`src/rtl/dsp_access_ctrl.sv`:
```
// Display memory access controller.
// Arbitrates the single text-memory port between a host bus requester and an
// internal engine that clears the screen or scrolls it up by one line.
// The host always wins a cycle it requests, except the cycle of its own ack.
// As a result the engine is guaranteed at least every other cycle.
module dsp_access_ctrl #(
    parameter int ROWS = 30,
    parameter int COLS = 80
) (
    input  logic        clk,
    input  logic        rst_n,
    input  logic        host_stb,
    input  logic        host_we,
    input  logic [4:0]  host_row,
    input  logic [6:0]  host_col,
    input  logic [15:0] host_wr_data,
    output logic [15:0] host_rd_data,
    output logic        host_ack,
    input  logic        cmd_start,
    input  logic        cmd_op,
    input  logic [15:0] cmd_fill,
    output logic        busy,
    output logic        done,
    output logic [4:0]  dsp_row,
    output logic [6:0]  dsp_col,
    output logic        dsp_en,
    output logic        dsp_wr,
    output logic [15:0] dsp_wr_data,
    input  logic [15:0] dsp_rd_data
);

    localparam logic [4:0] LAST_ROW = 5'(ROWS - 1);
    localparam logic [6:0] LAST_COL = 7'(COLS - 1);

    typedef enum logic [2:0] {IDLE, CLR, SC_RD, SC_WR, SC_FILL, FIN} state_t;

    state_t      state;
    logic [4:0]  row;
    logic [6:0]  col;
    logic [15:0] fill;
    logic [15:0] buf_q;
    logic        rd_fresh;   // engine read issued last cycle; its data is on dsp_rd_data now

    logic host_gnt;
    logic eng_issue;
    logic col_last;
    logic row_last;

    assign host_rd_data = dsp_rd_data;

    // Grant decision and display-port mux for the current cycle.
    always_comb begin
        // NOTE: every output gets a default first so no path leaves it unassigned (no latches).
        dsp_en      = 1'b0;
        dsp_wr      = 1'b0;
        dsp_row     = '0;
        dsp_col     = '0;
        dsp_wr_data = '0;

        // rst_n gates the host grant so the port stays quiet while reset is held.
        host_gnt  = rst_n & host_stb & ~host_ack;
        eng_issue = (state inside {CLR, SC_RD, SC_WR, SC_FILL}) & ~host_gnt;
        col_last  = (col == LAST_COL);
        row_last  = (row == LAST_ROW);

        if (host_gnt) begin
            dsp_en      = 1'b1;
            dsp_wr      = host_we;
            dsp_row     = host_row;
            dsp_col     = host_col;
            dsp_wr_data = host_wr_data;
        end else if (eng_issue) begin
            dsp_en  = 1'b1;
            dsp_col = col;
            case (state)
                SC_RD: begin
                    dsp_row = row;
                end
                SC_WR: begin
                    dsp_wr      = 1'b1;
                    dsp_row     = row - 5'd1;
                    dsp_wr_data = rd_fresh ? dsp_rd_data : buf_q;
                end
                default: begin
                    dsp_wr      = 1'b1;
                    dsp_row     = row;
                    dsp_wr_data = fill;
                end
            endcase
        end
    end

    // Engine sequencer, cell counters, read buffer and registered handshakes.
    always_ff @(posedge clk or negedge rst_n) begin
        if (!rst_n) begin
            state    <= IDLE;
            row      <= '0;
            col      <= '0;
            fill     <= '0;
            buf_q    <= '0;
            rd_fresh <= 1'b0;
            busy     <= 1'b0;
            done     <= 1'b0;
            host_ack <= 1'b0;
        end else begin
            // NOTE: non-blocking assignments so every register sees pre-edge values.
            host_ack <= host_gnt;
            rd_fresh <= eng_issue && (state == SC_RD);
            if (rd_fresh) buf_q <= dsp_rd_data;
            done <= 1'b0;

            case (state)
                IDLE, FIN: begin
                    state <= IDLE;
                    if (cmd_start) begin
                        fill  <= cmd_fill;
                        col   <= '0;
                        row   <= cmd_op ? 5'd1 : 5'd0;
                        state <= cmd_op ? SC_RD : CLR;
                        busy  <= 1'b1;
                    end
                end
                CLR: begin
                    if (eng_issue) begin
                        if (col_last) begin
                            col <= '0;
                            if (row_last) begin
                                state <= FIN;
                                busy  <= 1'b0;
                                done  <= 1'b1;
                            end else begin
                                row <= row + 5'd1;
                            end
                        end else begin
                            col <= col + 7'd1;
                        end
                    end
                end
                SC_RD: begin
                    if (eng_issue) state <= SC_WR;
                end
                SC_WR: begin
                    if (eng_issue) begin
                        state <= SC_RD;
                        if (col_last) begin
                            col <= '0;
                            if (row_last) state <= SC_FILL;  // row stays at the bottom line
                            else          row   <= row + 5'd1;
                        end else begin
                            col <= col + 7'd1;
                        end
                    end
                end
                SC_FILL: begin
                    if (eng_issue) begin
                        if (col_last) begin
                            col   <= '0;
                            state <= FIN;
                            busy  <= 1'b0;
                            done  <= 1'b1;
                        end else begin
                            col <= col + 7'd1;
                        end
                    end
                end
                default: state <= IDLE;
            endcase
        end
    end

endmodule

```
`config.mk`:
```
export PLATFORM = sky130hd
export DESIGN_NAME = dsp_access_ctrl
export DESIGN_NICKNAME = d
export VERILOG_FILES = /design/src/rtl/dsp_access_ctrl.sv
export SDC_FILE = /design/constraint.sdc
export NUM_CORES = 1
export LEC_CHECK = 0
export CORE_MARGIN = 4
export CORE_UTILIZATION = 48
export DETAILED_ROUTE_END_ITERATION = 12
export PLACE_DENSITY = 0.95
export REMOVE_ABC_BUFFERS = 1
export SYNTH_ARGS = -nofsm -noshare
export SYNTH_HDL_FRONTEND = slang
export SYNTH_SLANG_ARGS = --single-unit
```
`constraint.sdc`:
```
create_clock -name clk -period 2.99 [get_ports clk]
set_clock_uncertainty 0.15 [all_clocks]
set_input_delay 0.598 -clock clk [delete_from_list [all_inputs] [get_ports clk]]
set_output_delay 0.598 -clock clk [all_outputs]
set_load 0.01 [all_outputs]
```
==> results.md <==
- Run status: complete, no violations
- Fin Setup TNS: 0 ps
- Top area cells in the synthesized netlist: sky130_fd_sc_hd__dfrtp_1, sky130_fd_sc_hd__nand2_1, sky130_fd_sc_hd__mux2_2, sky130_fd_sc_hd__buf_4, sky130_fd_sc_hd__a22oi_1
- Maximum vdd drop: 405 uV
- Wire length of the first global-routing pass: 14500 microns
- Critical register-to-register path startpoint: state[2]$_DFFE_PN0P_
- Die outline width: 87.5 microns
- Wire length per cell after detailed routing: 18.4 microns
- Crit path max-delay cell type: sky130_fd_sc_hd__clkdlybuf4s50_1
- Worst setup SP type: input port
- Synth Area in Compound Gates: 0.194
- N_diodes: 0
- Number of distinct library cells after synthesis: 51
- Pin count of the biggest net entering global routing: 52
- Clock tree from TritonCTS: done
- Max cap viols: 0
- Req. time, crit path: 2240 ps
- Clock edge transition at the registers on the reported setup and hold paths: 90 ps
- DR DRC count: 0
- Largest incremental delay on the critical path: 570 ps
- Yosys synthesis warning count: 0
- Clock latency reported for the late side of the worst-skew pair: 300 ps
- Commonest non-fill, non-tap cells in the layout: sky130_fd_sc_hd__clkdlybuf4s50_1, sky130_fd_sc_hd__nand2_1, sky130_fd_sc_hd__dfrtp_1
- Area leader, netlist: sky130_fd_sc_hd__dfrtp_1
- Critical path launch point: host_stb
- Utilization after layout: 0.724
- Leakage dissipation: 2.13 nW
- Number of buffers added for setup after CTS: 0
- Share of final-layout standard cells stronger than drive strength 1: 0.139
- Power density over the cells: 781 nW/um^2
- Most common library cell in the layout ignoring fill and taps: sky130_fd_sc_hd__clkdlybuf4s50_1
- Top-level I/O count: 115
- Number of nets in the layout: 502
- Setup slack after placement: -54.7 ps
- Area of all placed cells without fillers: 4360 sq um
- Total Routing Usage GR: 0.241
- Post-synthesis sequential element count: 51
- Total Wirelength: 9360 microns
- Post-DP HPWL: 6920 microns
- I/O Buffers: 114
- Simple logic cell fraction of the synthesized area: 0.200
- Area share of the largest cell type after synthesis: 0.420
- Share of cell area taken by muxes after synthesis: 0.0676
- Cell type with the highest occurrence count on the critical path: sky130_fd_sc_hd__clkdlybuf4s50_1
- Area taken by flip-flops and latches: 1280 sq um
- Share of the clock period used by the worst path after layout: 0.952
- Via/cell ratio: 5.83
- Number of fillers in the final layout: 401
- Slew at the pin with the worst max-slew slack: 653 ps
- Inserted Clock Buffers: 5
- Min cycle time layout: 2850 ps
- Element type at the critical path end: output pin
- Antenna violations before repair: 0
- Synth-to-layout area growth: 43.7%
- RSZ-0062 raised after global routing: false
- Number of global-route vias before repair: 2984
- Depth of the CTS H-tree: 2
- Floorplan die height: 87.5 microns
- Total chip power: 3.41 mW
- Worst Path Max Fanout: 7
- Total core area: 6030 sq um
- Combinational family with the most area after synthesis: simple AND/OR/NAND/NOR gates
- Path class of the lowest-slack min-delay path: input port to asynchronous set/reset pin
- Router iterations before antenna repair: 5
- Crit path buffers/inverters: 3
- Area share of xor/xnor cells in the synthesized design: 0.0173
- Post-synth design cell area: 3040 sq um
- Final RePlAce weighted congestion: 0.972
- Number of hold-slack violations in the final timing report: 0
- Pins Over Slew Limit: 0
- Num rows: 28
- Hold WS: 318 ps
- Number of sinks driven by the clock tree: 51
- Cell chosen for the clock root: sky130_fd_sc_hd__clkbuf_8
- FMAX: 0.351 GHz
- Initial core utilization: 0.504
- Mean post-synth cell area: 9.23 sq um
- Number of standard cells in the layout, taps in and fillers out: 508
- Post-Syn Instances: 329
- Sequential cell area fraction in the yosys report: 0.420
- Vias: 2964
- Type of the setup path with the least slack: input port to output pin
- Global-route congestion overflow total: 0
- Arrival time of data at the critical path endpoint: 2100 ps
- Worst slew slack as a fraction of its limit: 0.564
- Dpl cells: 500
- Multi-input gate area: 1520 sq um
- Cell family contributing the most delay on the critical path: buffers and inverters
- Slack of the critical path: 144 ps
- Die footprint: 7660 sq um
- Final setup violating endpoints: 0
- Clk buf depth: 2
- Critical path, cell by cell: clkdlybuf4s50_1, nand3b_4, inv_4, nand2_1, o21ai_1, clkdlybuf4s50_1
- Synth Area in Adders: 0.0165
- Hold bufs inserted after CTS: 0
- Final ANT Viol Nets: 0
- Iteration-0 DRC count of the detailed router: 210
- Area post-placement: 4190 sq um
## cell usage after synthesis (all sizes together)
cell type / number
a2111oi: 1
a21o: 1
a21oi: 6
a221oi: 2
a22o: 10
a22oi: 18
a32o: 2
and2: 3
and3: 2
and3b: 1
and4bb: 1
buf: 30
clkbuf: 8
dfrtp: 51
ha: 4
inv: 5
mux2: 17
mux2i: 1
nand2: 78
nand2b: 5
nand3: 8
nand3b: 1
nand4: 1
nand4b: 1
nor2: 12
nor2b: 3
nor3: 4
nor3b: 3
nor4b: 1
o211ai: 5
o21a: 1
o21ai: 22
o22ai: 5
o2bb2ai: 2
o311ai: 2
o31ai: 1
o41ai: 2
or2: 2
or3b: 1
xnor2: 3
xor2: 3
## flip-flops by register name (all words and copies together) (netlist names)
name,count
done,1
state,3
fill,16
rd_fresh,1
busy,1
host_ack,1
row,5
buf_q,16
col,7
## power by group
group,internal (mW),switching [mW]
registers,0.946,0.145
logic,0.895,0.923
clock network,0.271,0.228
total,2.11,1.30
## final cells by class
type,instances,share of cell area
Multi-Input combinational cell,235,0.348
Timing Repair Buffer,134,0.306
Inverter,5,0.00488
Clock inverter,2,0.00803
Clock buffer,6,0.0189
Sequential cell,51,0.293
Tap cell,75,0.0215
## path summary, 6_finish.rpt
path | endpoint | slack, ps | depth (start not counted)
max | dsp_col[6] | 140 | 6
min | buf_q[12]$_DFF_PN0_ | 320 | 2
max reg2reg | col[1]$_DFFE_PN0P_ | 680 | 5
min reg2reg | fill[0]$_DFFE_PN0P_ | 330 | 2
max in group asynchronous | fill[13]$_DFFE_PN0P_ | 1930 | 2
min in group clk | fill[0]$_DFFE_PN0P_ | 330 | 2
## worst register-to-register path, stage by stage, from the launching register on
cell and delay [ps]:
sky130_fd_sc_hd__dfrtp_1 450, sky130_fd_sc_hd__buf_4 220, sky130_fd_sc_hd__nand2b_1 340, sky130_fd_sc_hd__o21ai_2 390
sky130_fd_sc_hd__or2_1 330, sky130_fd_sc_hd__mux2_4 330
## cells by family after synthesis
family	after synthesis
adder cells (fa/ha/maj)	4
multiplexers	18
XOR/XNOR	6
AND/OR/NAND/NOR	127
buffers and inverters	43
flip-flops	51
AO/OA/AOI/OAI	80
## layer usage
layer	vias to the layer above	global-route usage	part of all wire
met1	1439	0.284	0.38
met5	-	0	0
li1	1348	-	-
met4	0	0.106	0.033
met2	149	0.418	0.51
met3	28	0.0539	0.082
## what timing repair did
item                                    CTS  global route
endpoints found under the setup margin   11            19
resized for setup                        10            23
gates cloned                              0             0
pin swaps                                 0             0
hold endpoints to repair                  0             0
No activity file was read; power rests on OpenSTA's default activity.
